$ cat config.mk
export PLATFORM = sky130hd
export DESIGN_NAME = serial_sub_16bit
export DESIGN_NICKNAME = d
export VERILOG_FILES = /design/src/rtl/serial_sub_pkg.sv /design/src/rtl/serial_sub_16bit_fs_1bit.sv /design/src/rtl/serial_sub_16bit.sv
export SDC_FILE = /design/constraint.sdc
export NUM_CORES = 1
export LEC_CHECK = 0
export CORE_MARGIN = 1
export CORE_UTILIZATION = 52
export CTS_CLUSTER_DIAMETER = 120
export DETAILED_ROUTE_END_ITERATION = 10
export GPL_TIMING_DRIVEN = 0
export PLACE_DENSITY_LB_ADDON = 0.12
export SYNTH_ARGS = -nofsm -noshare
export SYNTH_HDL_FRONTEND = slang
export SYNTH_SLANG_ARGS = --single-unit
$ cat constraint.sdc
create_clock -name clk -period 1.8 [get_ports clk]
set_input_delay 0.45 -clock clk [delete_from_list [all_inputs] [get_ports clk]]
set_output_delay 0.45 -clock clk [all_outputs]
set_load 0.005 [all_outputs]
$ cat src/rtl/serial_sub_pkg.sv
// Shared types and constants for the bit-serial subtractor.
package serial_sub_pkg;

  localparam int SUB_WIDTH_DEF = 16;

  typedef enum logic [1:0] {
    IDLE = 2'd0,
    RUN  = 2'd1,
    DONE = 2'd2
  } sub_state_t;

endpackage

$ cat src/rtl/serial_sub_16bit_fs_1bit.sv
// One-bit full subtractor: d = a - b - bin, bout set when a borrow is needed.
module fs_1bit (
  input  logic a,
  input  logic b,
  input  logic bin,
  output logic d,
  output logic bout
);

  assign d    = a ^ b ^ bin;
  assign bout = (~a & (b | bin)) | (b & bin);

endmodule

$ cat src/rtl/serial_sub_16bit.sv
// Bit-serial unsigned subtractor, LSB first, one bit per clock, valid/ready on both sides.
// Optional SERIAL_SUB_OVF_EN adds a signed-overflow output registered alongside D.
//
// Handshake: a transfer happens on a rising edge where valid and ready are both 1.
// in_ready is high only in IDLE, out_valid only in DONE, so accept and release never share an edge.
module serial_sub_16bit
  import serial_sub_pkg::*;
#(
  parameter int WIDTH = SUB_WIDTH_DEF
) (
  input  logic             clk,
  input  logic             rst_n,
  input  logic             in_valid,
  output logic             in_ready,
  input  logic [WIDTH-1:0] A,
  input  logic [WIDTH-1:0] B,
  input  logic             Bin,
  output logic             out_valid,
  input  logic             out_ready,
  output logic [WIDTH:0]   D
`ifdef SERIAL_SUB_OVF_EN
  ,
  output logic             ovf
`endif
);

  localparam int CNT_W = $clog2(WIDTH);
  localparam logic [CNT_W-1:0] LAST_BIT = CNT_W'(WIDTH - 1);

  sub_state_t       state_q, state_d;
  logic [CNT_W-1:0] cnt_q;
  logic [WIDTH-1:0] a_sh, b_sh, diff_sh;
  logic             borrow_q;
  logic             bit_d, bit_bout;
  logic             last_bit;

  fs_1bit u_fs (
    .a    (a_sh[0]),
    .b    (b_sh[0]),
    .bin  (borrow_q),
    .d    (bit_d),
    .bout (bit_bout)
  );

  assign last_bit  = (cnt_q == LAST_BIT);
  assign in_ready  = (state_q == IDLE);
  assign out_valid = (state_q == DONE);

  always_ff @(posedge clk or negedge rst_n) begin
    if (!rst_n) state_q <= IDLE;
    else        state_q <= state_d;
  end

  always_comb begin
    state_d = state_q;
    case (state_q)
      IDLE:    if (in_valid)  state_d = RUN;
      RUN:     if (last_bit)  state_d = DONE;
      DONE:    if (out_ready) state_d = IDLE;
      default: state_d = IDLE;
    endcase
  end

  // Operands shift right so bit 0 always feeds the subtractor; difference bits enter from the top.
  always_ff @(posedge clk or negedge rst_n) begin
    if (!rst_n) begin
      cnt_q    <= '0;
      a_sh     <= '0;
      b_sh     <= '0;
      diff_sh  <= '0;
      borrow_q <= 1'b0;
      D        <= '0;
    end else begin
      case (state_q)
        IDLE: begin
          if (in_valid) begin
            a_sh     <= A;
            b_sh     <= B;
            borrow_q <= Bin;
            cnt_q    <= '0;
          end
        end
        RUN: begin
          a_sh     <= a_sh >> 1;
          b_sh     <= b_sh >> 1;
          diff_sh  <= {bit_d, diff_sh[WIDTH-1:1]};
          borrow_q <= bit_bout;
          cnt_q    <= cnt_q + 1'b1;
          if (last_bit) D <= {bit_bout, bit_d, diff_sh[WIDTH-1:1]};
        end
        default: ;
      endcase
    end
  end

`ifdef SERIAL_SUB_OVF_EN
  // On the last bit the shifters hold the operand sign bits and bit_d is the result sign.
  always_ff @(posedge clk or negedge rst_n) begin
    if (!rst_n) begin
      ovf <= 1'b0;
    end else if (state_q == RUN && last_bit) begin
      ovf <= (a_sh[0] ^ b_sh[0]) & (bit_d ^ a_sh[0]);
    end
  end
`endif

endmodule

* Word-level counts from Yosys, hierarchy flattened
Index checks and enable logic that the tools add are counted.
** Word-level totals
- Bits in registers :: 72
- Bits of input ports :: 37
** Cells by class
- Add/subtract/negate cells :: 1
- Eq/ne operators :: 6
- Muxes and demuxes :: 12
- Bitwise logic cells :: 7
- Reductions and logical operators :: 5
** Operator list (number)
- case mux 16 bit (2 select lines) :: 2
- 2-to-1 mux 16 bit :: 2
- case mux 4 bit (2 select lines) :: 1
- 2-to-1 mux 2 bit :: 3
- case mux 2 bit (3 select lines) :: 1
- adder 4 x 1 -> 4 bit (second input constant) :: 1
- == test 4 bit (second input constant) :: 1
- 2-to-1 mux 4 bit :: 1
- != test 2 bit (second input constant) :: 2
- AND reduction 2 bit :: 2
- AND reduction 3 bit :: 1
- AND 1 bit :: 2
- == test 2 x 1 -> 1 bit (second input constant) :: 1
- == test 2 bit (second input constant) :: 1
- zero test 2 bit :: 1
- != test 2 x 1 -> 1 bit (second input constant) :: 1
- OR 1 bit :: 2
- case mux 1 bit (2 select lines) :: 1
- nonzero test 2 bit :: 1
- bitwise XOR 1 bit :: 2
- 2-to-1 mux 1 bit :: 1
- NOT 1 bit :: 1

* Longest topological paths before layout
Gate-level depths: netlist of run 1.
- Word-level depth :: 4
- Mapped depth :: 5
- Gate-level depth less buffers :: 4

* Cells and area by module
From an unflattened synthesis of run 1, not the netlist that was laid out.
** Second synthesis, totals
- Cell total of the unflattened synthesis :: 266
- Area, all modules :: 3135.5 um2
** Modules (own cells, without submodules)
- serial_sub_16bit :: times used 1, cells each 263, area an instance 3108.0 um2, sequential area each 1776.7 um2
- fs_1bit :: times used 1, cells each 3, area an instance 27.5 um2, sequential area each 0.0 um2

* Worst setup path before layout of run 1
No wires, ideal clock.
- Kind :: reg-to-reg
- Start point :: register cnt_q[0]
- End point :: register D[10]
- Setup time :: 0.127 ns
- Arrival time :: 1.375 ns
- Required time :: 1.673 ns
- Path slack :: 0.298 ns
- Cell stages (with the launch flop) :: 6
- Clock period less this slack :: 1.502 ns
- Cell sequence :: dfrtp_1 ha_1 nand3_1 nor2_8 buf_6 mux2_1
** Between the ends
- Word-level cells in the longest chain between the ends :: 2
** RTL lines
- start, declared :: RTL line serial_sub_16bit.sv:31 : logic [CNT_W-1:0] cnt_q;
- start signal, assigned :: RTL line serial_sub_16bit.sv:88 : cnt_q <= cnt_q + 1'b1;
- == test 4 bit :: RTL line serial_sub_16bit.sv:45 : assign last_bit = (cnt_q == LAST_BIT);
- AND reduction 2 bit (no line)
- end signal, assigned :: RTL line serial_sub_16bit.sv:89 : if (last_bit) D <= {bit_bout, bit_d, diff_sh[WIDTH-1:1]};
- end, declared :: RTL line serial_sub_16bit.sv:20 : output logic [WIDTH:0] D
Every way passes these cells.
A chain may end at the register's enable or synchronous reset.

* Worst setup path in the final report of run 1
- Start point :: register state_q[0]
- End point :: output port in_ready
** Between the ends
- Word-level cells in the longest chain between the ends :: 1
** RTL lines
- start, declared :: RTL line serial_sub_16bit.sv:30 : sub_state_t state_q, state_d;
- start signal, assigned :: RTL line serial_sub_16bit.sv:51 : else state_q <= state_d;
- zero test 2 bit :: RTL line serial_sub_16bit.sv:46 : assign in_ready = (state_q == IDLE);
- end, declared :: RTL line serial_sub_16bit.sv:14 : output logic in_ready,
Every way passes these cells.

==> results.json, run 1 <==
{
  "finalWirelength_um": 6720,
  "nNetsFinal": 412,
  "diodes": 0,
  "die-area_sq_um": 6320,
  "ios": 56,
  "drt_iter0_markers": 187,
  "hold_class": "in2async",
  "grt_use_total": 0.244,
  "grt_pass1_vias": 2498,
  "path_max_fanout": 10,
  "worstMarginPinSlew_ns": 0.880,
  "finalWorstPathRequiredPeriod_ns": 1.75,
  "avgRoutedWirePerCell_um": 14.9,
  "clock-skew-final_ns": 0.0117,
  "antenna_found_initial": 0,
  "ys_types": 26,
  "yosys.area_share.simple": 0.140,
  "dieHeight_um": 79.5,
  "power.leakage_nw": 1.81,
  "die_w_um": 79.5,
  "yosysWarnings": 0,
  "synth_cells": 300,
  "hpwl_um": 4450,
  "slowest_delay_ns": 0.45,
  "relSlewSlack": 0.413,
  "grt.overflow.total": 0,
  "power_mw": 6.53,
  "core_sq_um": 5640,
  "cts_buffers": 9,
  "synth_fa_ha_area_frac": 0.0104,
  "post-route-period-util": 0.973,
  "drv_slew": 0,
  "holdWs_ns": 0.198,
  "critPathArrivalTime_ns": 1.30,
  "final_cell_area_sq_um": 4070,
  "rsz0062_at_grt": "no",
  "finalNonFillerCells": 450,
  "dp_cells": 427,
  "via_per_inst": 5.47,
  "ir_drop_uv": 878,
  "clk_latency_ns": 0.35,
  "outcome": "finished, final reports clean",
  "holdBufCountCts": 0,
  "layout_commonest_cell": "dfrtp_1",
  "place.port_buffers": 55,
  "timing.fmax_mhz": 571,
  "ys_seq_area_frac": 0.569,
  "grt_pass1_wl_um": 11500,
  "synth.cell_area_sq_um": 3120,
  "required_ns": 1.35,
  "crit_path_start_kind": "flip-flop",
  "hold_violations": 0,
  "synth-compound-area-share": 0.180,
  "cts.clk_slew.worst_paths_ns": 0.08,
  "finalSetupViolCount": 0,
  "nFillCells": 423,
  "cts.root.buffer_cell": "clkbuf_8",
  "place_congestion": 0.738,
  "grt_max_degree": 72,
  "worstSetupPathType": "reg2out",
  "cts_sinks": 71,
  "path_cells": "buf_4 -> nor2_2 -> clkdlybuf4s15_2",
  "final_cell_mix": "dfrtp_1, nand2_1, clkdlybuf4s50_1",
  "placedInstanceArea_sq_um": 3760,
  "ant_nets": 0,
  "yosys_register_bits": 71,
  "num_rows": 27,
  "reg2reg_from": "cnt_q[0]$_DFFE_PN0P_",
  "synth_top_family_by_area": "compound AO/OA/AOI/OAI gates",
  "drc_errors": 0,
  "post-route-util": 0.721,
  "p_per_area_nw_per_um2": 1610,
  "critPathSlowestCell": "dfrtp_2",
  "endpoint_kind": "output pin",
  "reg2regPathDepth": 5,
  "drive_above_1_share": 0.135,
  "synth_xor_area_frac": 0,
  "drt-pass1-iter-count": 4,
  "start_util": 0.554,
  "reg2reg_slack_ns": 0.15,
  "cts_tree": "built",
  "synth_nets": 339,
  "maxCapViolations": 0,
  "r2r_end": "D[12]$_DFFE_PN0P_",
  "htree_levels": 3,
  "vias": 2462,
  "area_delta_synth_final_pct": 30.2,
  "avgSynthCellArea_sq_um": 10.4,
  "clockBufferDepth": 2,
  "synthMuxAreaShare": 0.0641
}
-- registers in the layout, summed over array words and instances, names as in the netlist --
| register | flops |
|---|---|
| state_q | 2 |
| b_sh | 16 |
| cnt_q | 4 |
| D | 17 |
| a_sh | 16 |
| borrow_q | 1 |
| diff_sh | 15 |
-- worst max-delay path: cells and delay by family (launching register included) --
kind / cells / cell delay (ns)
flops: 1 / 0.45
buf+inv: 2 / 0.39
simple gates: 1 / 0.11
-- area by class of cell --
| class | instances | area, sq um | share of cell area |
|---|---|---|---|
| buffer | 19 | 104 | 0.0255 |
| clock inverter | 7 | 96.3 | 0.0237 |
| clock buffer | 9 | 124 | 0.0305 |
| multi-input combinational | 205 | 1240 | 0.306 |
| sequential | 71 | 1780 | 0.437 |
| tap | 72 | 90.1 | 0.0222 |
| timing repair buffer | 64 | 621 | 0.153 |
| inverter | 3 | 11.3 | 0.00277 |
-- repair_timing --
item,CTS,global route
resized for setup,15,3
setup endpoints to repair,2,9
pin swaps,0,1
setup buffers,6,3
-- Yosys cell counts --
cell type	instances	area [sq um]
o21ai_0	35	175
ha_1	1	12.5
a41oi_1	1	8.76
a22oi_1	31	233
mux2i_1	2	20.0
mux2_1	8	90.1
nand2_1	58	218
or3_1	1	6.26
dfrtp_1	71	1780
a21o_1	1	7.51
mux2_2	8	90.1
buf_6	1	11.3
a2bb2oi_1	1	8.76
buf_4	1	7.51
inv_1	3	11.3
nand3_1	4	20.0
fa_1	1	20.0
a21oi_1	21	105
nor2_1	1	3.75
nand2b_1	2	12.5
clkbuf_1	9	33.8
buf_2	10	50.1
a22o_1	2	17.5
nor2b_1	25	156
nor2_8	1	20.0
o21bai_1	1	7.51
-- metrics by stage --
step	setup TNS (ns)	worst slack, ns
after floorplan	0	0.298
after global placement	-158.86	-2.17
after detailed placement	-6.21	-0.309
after CTS	-0.0972	-0.0972
after global routing	0	0.000636
final	0	0.0489
-- report_power, final --
| part | internal (mW) | switching [mW] | total, mW |
|---|---|---|---|
| clock network | 0.785 | 0.624 | 1.41 |
| registers | 2.27 | 0.453 | 2.72 |
| logic | 1.22 | 1.18 | 2.40 |
-- layer usage --
layer / vias to the layer above / GRT usage / part of all wire
li1: 1187 / - / -
met1: 1191 / 0.324 / 0.45
met5: - / 0 / 0
met3: 11 / 0.0526 / 0.051
met2: 73 / 0.374 / 0.48
met4: 0 / 0.125 / 0.015
-- worst max-delay path by stage --
stage,startpoint,end,slack [ns],cells after the start
6_report,state_q[0]$_DFFE_PN0P_,in_ready,0.05,3
5_1_grt,state_q[0]$_DFFE_PN0P_,in_ready,0.0006,3
4_1_cts,state_q[1]$_DFFE_PN0P_,in_ready,-0.1,5
3_5_place_dp,state_q[0]$_DFFE_PN0P_,in_ready,-0.31,4
3_3_place_gp,rst_n,a_sh[9]$_DFFE_PN0P_,-2.17,1
2_1_floorplan,cnt_q[0]$_DFFE_PN0P_,D[10]$_DFFE_PN0P_,0.30,5
-- cell families after synthesis --
kind of cell	Yosys count
AO/OA/AOI/OAI	93
AND/OR/NAND/NOR	92
flip-flops	71
buffers and inverters	24
multiplexers	18
adder cells (fa/ha/maj)	2
Note: power is estimated with default switching activity, not from simulation.
==> run 2: changes to the inputs <==
GPL_ROUTABILITY_DRIVEN = 0   (was default)
==> results of run 2 <==
No change in the layout: final DEF, timing and power equal those of run 1.
